<file path="src/rtl/ds_pkg.sv">
// Shared types and width helpers for the block-averaging downsample engine.
package ds_pkg;

    typedef enum logic [1:0] {
        IDLE  = 2'd0,
        READ  = 2'd1,
        WRITE = 2'd2,
        DONE  = 2'd3
    } ds_state_e;

    // Sum of F*F pixels of data_w bits needs 2*log2(F) extra bits
    function automatic int acc_w(input int data_w, input int factor_log2);
        return data_w + 2 * factor_log2;
    endfunction

    // Half of F*F, so the final right shift rounds to nearest
    function automatic int round_const(input int factor_log2);
        return (factor_log2 == 0) ? 0 : (1 << (2 * factor_log2 - 1));
    endfunction

endpackage

</file>
<file path="src/rtl/ds_if.sv">
// Job control and single-port DRAM handshake bundle for ds_engine.
interface ds_if #(
    parameter int ADDR_W = 16,
    parameter int DATA_W = 8,
    parameter int DIM_W  = 9
);
    logic              start;
    logic [ADDR_W-1:0] src_base;
    logic [ADDR_W-1:0] dst_base;
    logic [DIM_W-1:0]  img_w;
    logic [DIM_W-1:0]  img_h;
    logic [ADDR_W-1:0] mem_addr;
    logic              mem_rd;
    logic              mem_wr;
    logic [DATA_W-1:0] mem_wdata;
    logic [DATA_W-1:0] mem_rdata;
    logic              mem_ready;
    logic              busy;
    logic              done;

    modport master (
        input  start, src_base, dst_base, img_w, img_h, mem_rdata, mem_ready,
        output mem_addr, mem_rd, mem_wr, mem_wdata, busy, done
    );

    modport slave (
        output start, src_base, dst_base, img_w, img_h, mem_rdata, mem_ready,
        input  mem_addr, mem_rd, mem_wr, mem_wdata, busy, done
    );
endinterface

</file>
<file path="src/rtl/ds_addr_gen.sv">
// Block/pixel counters and incremental source/destination pointers; no multipliers.
module ds_addr_gen
    import ds_pkg::*;
#(
    parameter int ADDR_W      = 16,
    parameter int DIM_W       = 9,
    parameter int FACTOR_LOG2 = 1
) (
    input  logic              clk,
    input  logic              rst,
    input  logic              load,
    input  logic              rd_step,
    input  logic              wr_step,
    input  logic [ADDR_W-1:0] src_base,
    input  logic [ADDR_W-1:0] dst_base,
    input  logic [DIM_W-1:0]  img_w,
    input  logic [DIM_W-1:0]  img_h,
    output logic [ADDR_W-1:0] src_addr,
    output logic [ADDR_W-1:0] dst_addr,
    output logic              last_pix,
    output logic              last_blk
);
    localparam int K_W = (FACTOR_LOG2 > 0) ? FACTOR_LOG2 : 1;
    localparam logic [K_W-1:0]    K_LAST   = K_W'((1 << FACTOR_LOG2) - 1);
    localparam logic [ADDR_W-1:0] BLK_STEP = ADDR_W'(1 << FACTOR_LOG2);

    logic [K_W-1:0]    kx, ky;
    logic [DIM_W-1:0]  ox, oy;
    logic [DIM_W-1:0]  out_w_q, out_h_q;
    logic [ADDR_W-1:0] img_w_q;
    logic [ADDR_W-1:0] line_ptr, blk_ptr, row_ptr, dst_ptr;
    logic              last_col;

    // line_ptr: first pixel of the current block row; blk_ptr: block origin;
    // row_ptr: start of the current pixel row inside the block
    assign src_addr = row_ptr + ADDR_W'(kx);
    assign dst_addr = dst_ptr;
    assign last_pix = (kx == K_LAST) && (ky == K_LAST);
    assign last_col = (ox == out_w_q - DIM_W'(1));
    assign last_blk = last_col && (oy == out_h_q - DIM_W'(1));

    always_ff @(posedge clk) begin
        if (rst) begin
            kx       <= '0;
            ky       <= '0;
            ox       <= '0;
            oy       <= '0;
            out_w_q  <= '0;
            out_h_q  <= '0;
            img_w_q  <= '0;
            line_ptr <= '0;
            blk_ptr  <= '0;
            row_ptr  <= '0;
            dst_ptr  <= '0;
        end else if (load) begin
            kx       <= '0;
            ky       <= '0;
            ox       <= '0;
            oy       <= '0;
            out_w_q  <= img_w >> FACTOR_LOG2;
            out_h_q  <= img_h >> FACTOR_LOG2;
            img_w_q  <= ADDR_W'(img_w);
            line_ptr <= src_base;
            blk_ptr  <= src_base;
            row_ptr  <= src_base;
            dst_ptr  <= dst_base;
        end else if (rd_step) begin
            if (kx == K_LAST) begin
                kx <= '0;
                if (ky == K_LAST) begin
                    ky <= '0;
                end else begin
                    ky      <= ky + 1'b1;
                    row_ptr <= row_ptr + img_w_q;
                end
            end else begin
                kx <= kx + 1'b1;
            end
        end else if (wr_step) begin
            dst_ptr <= dst_ptr + 1'b1;
            if (last_col) begin
                ox       <= '0;
                oy       <= oy + 1'b1;
                line_ptr <= line_ptr + (img_w_q << FACTOR_LOG2);
                blk_ptr  <= line_ptr + (img_w_q << FACTOR_LOG2);
                row_ptr  <= line_ptr + (img_w_q << FACTOR_LOG2);
            end else begin
                ox      <= ox + 1'b1;
                blk_ptr <= blk_ptr + BLK_STEP;
                row_ptr <= blk_ptr + BLK_STEP;
            end
        end
    end

endmodule

</file>
<file path="src/rtl/ds_engine.sv">
// Fixed-function F x F block-average downsampler sharing a wait-state DRAM port.
// state | meaning
// IDLE  | waiting for start; latches job geometry
// READ  | fetching one source pixel of the current block
// WRITE | storing the rounded block average
// DONE  | one-cycle completion pulse
module ds_engine
    import ds_pkg::*;
#(
    parameter int ADDR_W      = 16,
    parameter int DATA_W      = 8,
    parameter int DIM_W       = 9,
    parameter int FACTOR_LOG2 = 1
) (
    input logic  clk,
    input logic  rst,
    ds_if.master bus
);
    localparam int ACC_W = acc_w(DATA_W, FACTOR_LOG2);
    localparam int SHIFT = 2 * FACTOR_LOG2;
    localparam logic [ACC_W-1:0] RND_V = ACC_W'(round_const(FACTOR_LOG2));

    ds_state_e         state, state_nxt;
    logic [ACC_W-1:0]  acc, acc_sum, acc_rnd;
    logic [DATA_W-1:0] wdata_q;
    logic              load, rd_step, wr_step;
    logic              degenerate;
    logic [ADDR_W-1:0] src_addr, dst_addr;
    logic              last_pix, last_blk;

    ds_addr_gen #(
        .ADDR_W      (ADDR_W),
        .DIM_W       (DIM_W),
        .FACTOR_LOG2 (FACTOR_LOG2)
    ) u_addr_gen (
        .clk      (clk),
        .rst      (rst),
        .load     (load),
        .rd_step  (rd_step),
        .wr_step  (wr_step),
        .src_base (bus.src_base),
        .dst_base (bus.dst_base),
        .img_w    (bus.img_w),
        .img_h    (bus.img_h),
        .src_addr (src_addr),
        .dst_addr (dst_addr),
        .last_pix (last_pix),
        .last_blk (last_blk)
    );

    assign degenerate = ((bus.img_w >> FACTOR_LOG2) == '0) || ((bus.img_h >> FACTOR_LOG2) == '0);
    assign acc_sum    = acc + ACC_W'(bus.mem_rdata);
    assign acc_rnd    = acc_sum + RND_V;

    always_ff @(posedge clk) begin
        if (rst) begin
            state <= IDLE;
        end else begin
            state <= state_nxt;
        end
    end

    // Strobes and address come straight from state so they hold across wait states
    always_comb begin
        state_nxt     = state;
        load          = 1'b0;
        rd_step       = 1'b0;
        wr_step       = 1'b0;
        bus.mem_rd    = 1'b0;
        bus.mem_wr    = 1'b0;
        bus.mem_addr  = '0;
        bus.mem_wdata = wdata_q;
        bus.busy      = 1'b0;
        bus.done      = 1'b0;
        case (state)
            IDLE: begin
                if (bus.start) begin
                    load      = 1'b1;
                    state_nxt = degenerate ? DONE : READ;
                end
            end
            READ: begin
                bus.mem_rd   = 1'b1;
                bus.mem_addr = src_addr;
                bus.busy     = 1'b1;
                if (bus.mem_ready) begin
                    rd_step = 1'b1;
                    if (last_pix) state_nxt = WRITE;
                end
            end
            WRITE: begin
                bus.mem_wr   = 1'b1;
                bus.mem_addr = dst_addr;
                bus.busy     = 1'b1;
                if (bus.mem_ready) begin
                    wr_step   = 1'b1;
                    state_nxt = last_blk ? DONE : READ;
                end
            end
            DONE: begin
                bus.done  = 1'b1;
                state_nxt = IDLE;
            end
            default: state_nxt = IDLE;
        endcase
    end

    // The average is formed on the last read so it is ready in the first WRITE cycle
    always_ff @(posedge clk) begin
        if (rst) begin
            acc     <= '0;
            wdata_q <= '0;
        end else if (load) begin
            acc <= '0;
        end else if (rd_step) begin
            acc <= acc_sum;
            if (last_pix) wdata_q <= DATA_W'(acc_rnd >> SHIFT);
        end else if (wr_step) begin
            acc <= '0;
        end
    end

endmodule

</file>
<file path="src/flat_wrapper.sv">
// flat-port wrapper written by rule: the top's interface ports become plain ports
module ds_engine_flat import ds_pkg::*;
#(
    parameter int ADDR_W      = 16,
    parameter int DATA_W      = 8,
    parameter int DIM_W       = 9,
    parameter int FACTOR_LOG2 = 1
)
  (clk, rst, bus_start, bus_src_base, bus_dst_base, bus_img_w, bus_img_h, bus_mem_rdata, bus_mem_ready, bus_mem_addr, bus_mem_rd, bus_mem_wr, bus_mem_wdata, bus_busy, bus_done);
  ds_if #(.ADDR_W(ADDR_W), .DATA_W(DATA_W), .DIM_W(DIM_W)) bus_i ();
  input logic clk;
  input logic rst;
  input wire logic [$bits(bus_i.start)-1:0] bus_start;
  input wire logic [$bits(bus_i.src_base)-1:0] bus_src_base;
  input wire logic [$bits(bus_i.dst_base)-1:0] bus_dst_base;
  input wire logic [$bits(bus_i.img_w)-1:0] bus_img_w;
  input wire logic [$bits(bus_i.img_h)-1:0] bus_img_h;
  input wire logic [$bits(bus_i.mem_rdata)-1:0] bus_mem_rdata;
  input wire logic [$bits(bus_i.mem_ready)-1:0] bus_mem_ready;
  output wire logic [$bits(bus_i.mem_addr)-1:0] bus_mem_addr;
  output wire logic [$bits(bus_i.mem_rd)-1:0] bus_mem_rd;
  output wire logic [$bits(bus_i.mem_wr)-1:0] bus_mem_wr;
  output wire logic [$bits(bus_i.mem_wdata)-1:0] bus_mem_wdata;
  output wire logic [$bits(bus_i.busy)-1:0] bus_busy;
  output wire logic [$bits(bus_i.done)-1:0] bus_done;
  assign bus_i.start = bus_start;
  assign bus_i.src_base = bus_src_base;
  assign bus_i.dst_base = bus_dst_base;
  assign bus_i.img_w = bus_img_w;
  assign bus_i.img_h = bus_img_h;
  assign bus_i.mem_rdata = bus_mem_rdata;
  assign bus_i.mem_ready = bus_mem_ready;
  assign bus_mem_addr = bus_i.mem_addr;
  assign bus_mem_rd = bus_i.mem_rd;
  assign bus_mem_wr = bus_i.mem_wr;
  assign bus_mem_wdata = bus_i.mem_wdata;
  assign bus_busy = bus_i.busy;
  assign bus_done = bus_i.done;
  ds_engine #(.ADDR_W(ADDR_W), .DATA_W(DATA_W), .DIM_W(DIM_W), .FACTOR_LOG2(FACTOR_LOG2)) u_core (.clk(clk), .rst(rst), .bus(bus_i));
endmodule
</file>
<file path="config.mk">
export PLATFORM = sky130hd
export DESIGN_NAME = ds_engine_flat
export DESIGN_NICKNAME = d
export VERILOG_FILES = /design/src/rtl/ds_pkg.sv /design/src/rtl/ds_if.sv /design/src/rtl/ds_addr_gen.sv /design/src/rtl/ds_engine.sv /design/src/flat_wrapper.sv
export SDC_FILE = /design/constraint.sdc
export NUM_CORES = 1
export LEC_CHECK = 0
export CAP_MARGIN = 25
export CORE_MARGIN = 3
export CORE_UTILIZATION = 50
export CTS_BUF_LIST = sky130_fd_sc_hd__clkbuf_8
export CTS_CLUSTER_DIAMETER = 150
export DETAILED_ROUTE_END_ITERATION = 10
export PLACE_DENSITY = 0.73
export SETUP_SLACK_MARGIN = 0.4
export SLEW_MARGIN = 20
export SYNTH_ARGS = -nofsm -noshare
export SYNTH_HDL_FRONTEND = slang
export SYNTH_SLANG_ARGS = --single-unit
</file>
<file path="constraint.sdc">
create_clock -name clk -period 3.8 [get_ports clk]
set_clock_uncertainty 0.2 [all_clocks]
set_input_delay 0.76 -clock clk [delete_from_list [all_inputs] [get_ports clk]]
set_output_delay 0.76 -clock clk [all_outputs]
set_load 0.01 [all_outputs]
</file>
==> out/qor.csv, run 1 <==
stage;metric;value;unit
global_route;grt_pass1_vias;7958;
synth;synth_mux_area_share;0.598;%
power_and_ir_drop;power_frac_comb;44.2;%
cts;clkSlewWorstSetupHoldPaths;70;ps
power_and_ir_drop;p_leak;3.71;nW
hold_path;hold_class;reg2reg;
power_and_ir_drop;p_int;3.16;mW
power_and_ir_drop;power_frac_seq;33.5;%
cts;cts.sinks;121;
worst_setup_path;path_max_fanout;4;
layout;syn_to_final_growth;18.5;%
power_and_ir_drop;p_clk_share;22.3;%
synth;synth-main-ff-cell;dfxtp_1;
cts;insertion_delay;460;ps
timing;max_slew_margin;41.6;%
cts;clockBufferDepth;2;
synth;yosys.area_share.simple;25.6;%
timing;setup_violations;0;
worst_setup_path;reg2reg_slack;660;ps
global_route;antenna_found_initial;0;
global_route;grt_pass1_wl;40400;µm
synth;synth-adder-area-share;6.53;%
floorplan;core-area;0.0167;mm²
timing;finalCriticalPeriod;3310;ps
synth;ys_types;82;
placed_design;placed_cells_incl_taps;1390;
synth;yosys_warnings;0;
synth;syn_inst;1117;
placed_design;port_buffers;88;
layout;fin_cells;1423;
synth;synth_seq_area_share;28.2;%
layout;fin_area;0.0102;mm²
power_and_ir_drop;switching_power;2.37;mW
worst_setup_path;crit_type;reg2out;
timing;rsz0062_at_grt;yes;
synth;syn_avg_cell_area;7.68;µm²
layout;layout_common_cells;125 x nand2_1, 114 x dfxtp_1, 98 x nor2_1;
layout;nets;1295;
layout;fillers;1564;
synth;synthArstFlopShare;0;%
placed_design;hpwl;18000;µm
timing;finalCritPeriodShare;87.2;%
worst_setup_path;cp.arrival;2350;ps
drt;drt_iter0_markers;744;
power_and_ir_drop;peakVddDrop;0.340;mV
cts;htree_levels;4;
power_and_ir_drop;power_density;544;mW/mm²
floorplan;die_width;137;µm
global_route;overflow;0;
placed_design;place_area;0.00968;mm²
synth;synth_compound_area_share;24.2;%
global_route;grt_max_degree;61;
synth;syn-cell-area;0.00858;mm²
drt;drc;0;
run_status;status;finished, final reports clean;
timing;slew_violations;0;
global_route;track_usage;27.2;%
drt;vias;8658;
worst_setup_path;startpoint_type;flip-flop;
timing;tightest_slew;870;ps
synth;ys_ff_latch;121;
flow_run;drv_cap;0;
drt;wl;25700;µm
placed_design;place_congestion;0.941;
floorplan;dieHeight;137;µm
timing;setup_tns;0;ps
worst_setup_path;critPathRequiredTime;2840;ps
cts;hold_buffers;0;
drt;antenna_left;0;
floorplan;top_level_ports;90;
synth;synth_nets;1222;
synth;synth_top_family_by_area;simple AND/OR/NAND/NOR gates;
synth;synth_enable_flop_cells;0;
timing;whs;282;ps
drt;wl_per_cell;18.0;µm
timing;hold_viol;0;
drt;dr.pass1.iters;7;
layout;layout_commonest_cell;nand2_1;
synth;synth-xor-area-share;10.2;%
layout;antenna_cells;0;
timing;clock.fmax;302;MHz
cts;clockRootBuffer;clkbuf_8;
floorplan;start_util;51.4;%
floorplan;dieArea;0.0188;mm²
cts;cts_tree;done;
cts;cts_buffers;17;
layout;drive_above_1_share;8.89;%
drt;viasPerCell;6.08;
power_and_ir_drop;p_sw_share;42.8;%
floorplan;std_cell_rows;47;
worst_setup_path;end_kind;output port;
-- layout make-up --
| class | count | area, µm² | share of cell area (%) |
|---|---|---|---|
| clock buffers | 17 | 234 | 2.30 |
| clock inverters | 15 | 178 | 1.75 |
| inverters | 25 | 93.8 | 0.923 |
| multi-input cells | 904 | 5840 | 57.4 |
| flip-flops and latches | 121 | 2440 | 24.0 |
| well taps | 220 | 275 | 2.71 |
| repair buffers | 121 | 1110 | 10.9 |
-- worst paths after layout --
check | from | to | cells past startpoint
setup / recovery | u_core.u_addr_gen.row_ptr[6]$_SDFFE_PP0P_ | bus_mem_addr[13] | 8
hold / removal | u_core.bus.mem_wdata[0]$_SDFFE_PP0P_ | u_core.bus.mem_wdata[0]$_SDFFE_PP0P_ | 2
setup reg to reg | u_core.u_addr_gen.img_w_q[3]$_SDFFE_PP0P_ | u_core.u_addr_gen.row_ptr[13]$_SDFFE_PP0P_ | 8
hold reg to reg | u_core.bus.mem_wdata[0]$_SDFFE_PP0P_ | u_core.bus.mem_wdata[0]$_SDFFE_PP0P_ | 2
-- flip-flops by register name (all words and copies together), names as in the netlist --
name / count
u_core.u_addr_gen.blk_ptr: 16
u_core.u_addr_gen.dst_addr: 16
u_core.u_addr_gen.line_ptr: 16
u_core.u_addr_gen.row_ptr: 16
u_core.acc: 10
u_core.u_addr_gen.img_w_q: 9
u_core.u_addr_gen.ox: 9
u_core.u_addr_gen.oy: 9
u_core.bus.mem_wdata: 8
u_core.u_addr_gen.out_h_q: 8
u_core.state: 2
u_core.u_addr_gen.kx: 1
u_core.u_addr_gen.ky: 1
-- metal layers --
metal | global-route usage, % | vias up | share of wire (%)
met4 | 10.8 | 0 | 3.0
met2 | 43.7 | 336 | 46
met3 | 4.60 | 61 | 6.9
met5 | 0 | - | 0
li1 | - | 4208 | -
met1 | 36.4 | 4053 | 44
-- cells in the mapped netlist (25+ instances only) --
cell type	n	share of area (%)
a211oi_1	33	2.9
clkbuf_1	45	2.0
nor2b_1	27	2.0
nand3_1	57	3.3
nand2_1	126	5.5
nor3_1	29	1.7
ha_1	40	5.8
a21oi_1	78	4.5
inv_1	25	1.1
nor2_1	100	4.4
o21ai_0	58	3.4
dfxtp_1	121	28
xnor2_1	46	4.7
xor2_1	54	5.5
a22oi_1	28	2.4
-- worst max-delay path: stages (launching register included) --
cell,delay (ps)
dfxtp_2,370
and4_4,250
nand3_2,130
or3_4,420
nor2_1,120
xor2_1,240
a22oi_1,100
nor2b_1,130
clkbuf_2,140
-- logic make-up (layout without fill, tap and decap cells) --
kind of cell / count (synthesis) / in the layout
buf+inv: 92 / 178
simple gates: 446 / 446
fa+ha+maj: 43 / 43
compound gates: 310 / 310
flops: 121 / 121
xor+xnor: 100 / 100
mux: 5 / 5
-- what timing repair did --
item / 4_1_cts / 5_1_grt
pin swaps: 3 / 3
endpoints found under the setup margin: 16 / 7
setup buffers: 1 / 0
gates resized for setup: 26 / 8
-- power by group through the flow --
stage | clock network (mW) | registers, mW | logic (mW)
2_1_floorplan | 0 | 1.74 | 1.77
3_3_place_gp | 0 | 1.84 | 2.38
3_5_place_dp | 0 | 1.84 | 2.41
4_1_cts | 1.25 | 1.83 | 2.42
5_1_grt | 1.30 | 1.88 | 2.71
6_report | 1.23 | 1.85 | 2.45
-- stage by stage --
stage               total power, mW  setup slack [ps]  util [%]
floorplan                      3.51               775         -
detailed placement             4.25               232      57.9
global placement               4.22               261      57.9
finish                         5.53               488      60.9
CTS                            5.50               341      60.7
global route                   5.89               350      60.9
(Power assumes the default switching activity.)
==> run 2, diff against run 1 <==
--- a/config.mk
+++ b/config.mk
@@ -13,7 +13,6 @@
 export DETAILED_ROUTE_END_ITERATION = 10
 export PLACE_DENSITY = 0.73
 export SETUP_SLACK_MARGIN = 0.4
-export SLEW_MARGIN = 20
 export SYNTH_ARGS = -nofsm -noshare
 export SYNTH_HDL_FRONTEND = slang
 export SYNTH_SLANG_ARGS = --single-unit
==> results of run 2 <==
Final layout, timing and power as in run 1 (identical DEF).
==> run 3, diff against run 2 <==
--- a/config.mk
+++ b/config.mk
@@ -11,6 +11,8 @@
 export CTS_BUF_LIST = sky130_fd_sc_hd__clkbuf_8
 export CTS_CLUSTER_DIAMETER = 150
 export DETAILED_ROUTE_END_ITERATION = 10
+export GPL_ROUTABILITY_DRIVEN = 0
+export MAX_ROUTING_LAYER = met4
 export PLACE_DENSITY = 0.73
 export SETUP_SLACK_MARGIN = 0.4
 export SYNTH_ARGS = -nofsm -noshare
==> run 3 against run 2 <==
- count of clock-buffer cells in the layout is the same
- routed wire length about the same
- critical path depth unchanged
- core utilization is the same
- power is essentially flat
- via count grew 0.29%
- first-iteration DRC count is 12% lower
- flip-flop and latch count did not move
- register-to-register slack is essentially flat
- worst hold slack gained 0.64 ps
==> out/qor.csv, run 3 (synthesis results as in run 1) <==
stage;metric;value;unit
cts;cts.sinks;121;
worst_setup_path;reg2reg_slack;660;ps
floorplan;dieHeight;137;µm
global_route;antenna_found_initial;0;
drt;drc;0;
timing;max_slew_margin;40.6;%
placed_design;hpwl;18000;µm
power_and_ir_drop;power_frac_seq;33.4;%
worst_setup_path;end_kind;output port;
cts;clockRootBuffer;clkbuf_8;
global_route;track_usage;28.0;%
power_and_ir_drop;switching_power;2.37;mW
flow_run;drv_cap;0;
floorplan;dieArea;0.0188;mm²
layout;layout_common_cells;125 x nand2_1, 114 x dfxtp_1, 98 x nor2_1;
timing;clock.fmax;302;MHz
timing;tightest_slew;885;ps
global_route;grt_pass1_vias;7959;
worst_setup_path;path_max_fanout;5;
layout;nets;1295;
cts;hold_buffers;0;
global_route;grt_util_met1;36.4;%
floorplan;core-area;0.0167;mm²
global_route;grt_pass1_wl;40500;µm
floorplan;start_util;51.4;%
layout;layout_commonest_cell;nand2_1;
global_route;overflow;0;
hold_path;whs_path_depth;2;
drt;vias;8683;
drt;antenna_left;0;
run_status;status;finished, final reports clean;
global_route;use_met2;43.7;%
timing;slew_violations;0;
drt;dr.pass1.iters;5;
layout;drive_above_1_share;8.89;%
drt;wl_per_cell;18.0;µm
global_route;grt_max_degree;61;
cts;cts_tree;done;
worst_setup_path;cp.arrival;2360;ps
layout;fin_util;60.9;%
power_and_ir_drop;p_sw_share;42.9;%
drt;wl;25700;µm
worst_setup_path;reg2reg_to;u_core.u_addr_gen.row_ptr[13]$_SDFFE_PP0P_;
timing;setup_tns;0;ps
hold_path;min_to;u_core.bus.mem_wdata[0]$_SDFFE_PP0P_;
drt;viasPerCell;6.10;
power_and_ir_drop;p_int;3.16;mW
floorplan;top_level_ports;90;
floorplan;die_width;137;µm
floorplan;std_cell_rows;47;
timing;finalCritPeriodShare;87.2;%
worst_setup_path;critPathRequiredTime;2840;ps
global_route;gr-usage-met3;4.67;%
worst_setup_path;cp_top_family;simple AND/OR/NAND/NOR gates;
cts;clockBufferDepth;2;
worst_setup_path;slowest_delay;420;ps
worst_setup_path;reg2regPathDepth;8;
power_and_ir_drop;power_frac_comb;44.2;%
placed_design;port_buffers;88;
cts;cts_buffers;17;
power_and_ir_drop;power_density;545;mW/mm²
worst_setup_path;slowest_stage;or3_4;
worst_setup_path;r2r_start;u_core.u_addr_gen.img_w_q[3]$_SDFFE_PP0P_;
hold_path;min_from;u_core.bus.mem_wdata[0]$_SDFFE_PP0P_;
layout;antenna_cells;0;
global_route;grt.busiest_layer;met2;
timing;finalCriticalPeriod;3320;ps
drt;drt_iter0_markers;654;
timing;hold_viol;0;
cts;htree_levels;4;
worst_setup_path;crit_start;u_core.u_addr_gen.row_ptr[5]$_SDFFE_PP0P_;
layout;fin_area;0.0102;mm²
timing;setup_violations;0;
worst_setup_path;crit_buf_inv;1;
layout;syn_to_final_growth;18.5;%
timing;rsz0062_at_grt;yes;
hold_path;hold_class;reg2reg;
worst_setup_path;crit_type;reg2out;
power_and_ir_drop;p_clk_share;22.3;%
placed_design;place_area;0.00968;mm²
worst_setup_path;path_cells;and4_4 > nand3_2 > or3_4 > nor2_1 > xor2_1 > a22oi_1 > nor2b_1 > clkbuf_2;
cts;insertion_delay;460;ps
power_and_ir_drop;p_leak;3.71;nW
worst_setup_path;startpoint_type;flip-flop;
power_and_ir_drop;peakVddDrop;0.339;mV
cts;clkSlewWorstSetupHoldPaths;80;ps
==> run 3: cell counts in the layout (fill, tap and decap cells not counted) <==
Identical to the previous run, type by type.
==> run 3: stage by stage <==
stage / hold WS, ps / total power [mW] / setup WS, ps / instances
floorplan: 245 / 3.51 / 775 / 1117
global placement: 263 / 4.22 / 261 / 1390
detailed placement: 266 / 4.25 / 232 / 1390
CTS: 280 / 5.50 / 341 / 1423
global route: 303 / 5.89 / 347 / 1423
finish: 283 / 5.54 / 485 / 1423
==> run 3: routing by layer <==
layer  vias to the layer above  share of wire (%)
met1                      4116                 45
met5                         -                  0
met3                        56                6.2
li1                       4212                  -
met4                         0                2.8
met2                       299                 46
==> run 3: what timing repair did <==
action | in CTS | in global routing
setup endpoints to repair | 16 | 7
setup buffers | 1 | 0
pin swaps | 3 | 3
gates resized for setup | 26 | 8
==> run 3: cell type report <==
| type | instances | area [µm²] |
|---|---|---|
| inverter | 25 | 93.8 |
| clock buffer | 17 | 234 |
| tap | 220 | 275 |
| multi-input combinational | 904 | 5840 |
| clock inverter | 15 | 178 |
| sequential | 121 | 2440 |
| timing repair buffer | 121 | 1110 |
| fill | 1564 | 6530 |
==> run 3: power groups by stage <==
stage | combinational, mW | sequential [mW] | clock (mW)
4_1_cts | 2.42 | 1.83 | 1.25
5_1_grt | 2.71 | 1.88 | 1.30
3_5_place_dp | 2.41 | 1.84 | 0
2_1_floorplan | 1.77 | 1.74 | 0
6_report | 2.45 | 1.85 | 1.24
3_3_place_gp | 2.38 | 1.84 | 0
==> run 3: worst max-delay path by stage <==
stage / end / depth (start not counted)
2_1_floorplan: u_core.bus.mem_wdata[6]$_SDFFE_PP0P_ / 10
3_3_place_gp: u_core.acc[8]$_SDFFE_PP0P_ / 11
3_5_place_dp: u_core.acc[8]$_SDFFE_PP0P_ / 11
4_1_cts: bus_mem_addr[13] / 8
5_1_grt: bus_mem_addr[13] / 8
6_report: bus_mem_addr[13] / 8
==> run 3: worst register-to-register path, stage by stage, from the launching register on <==
cell and delay [ps]:
dfxtp_1 680, ha_1 410, o21a_1 200, o31a_1 150
o21ai_0 510, nor2_1 180, xnor2_1 190, o21a_1 210
a221o_1 310
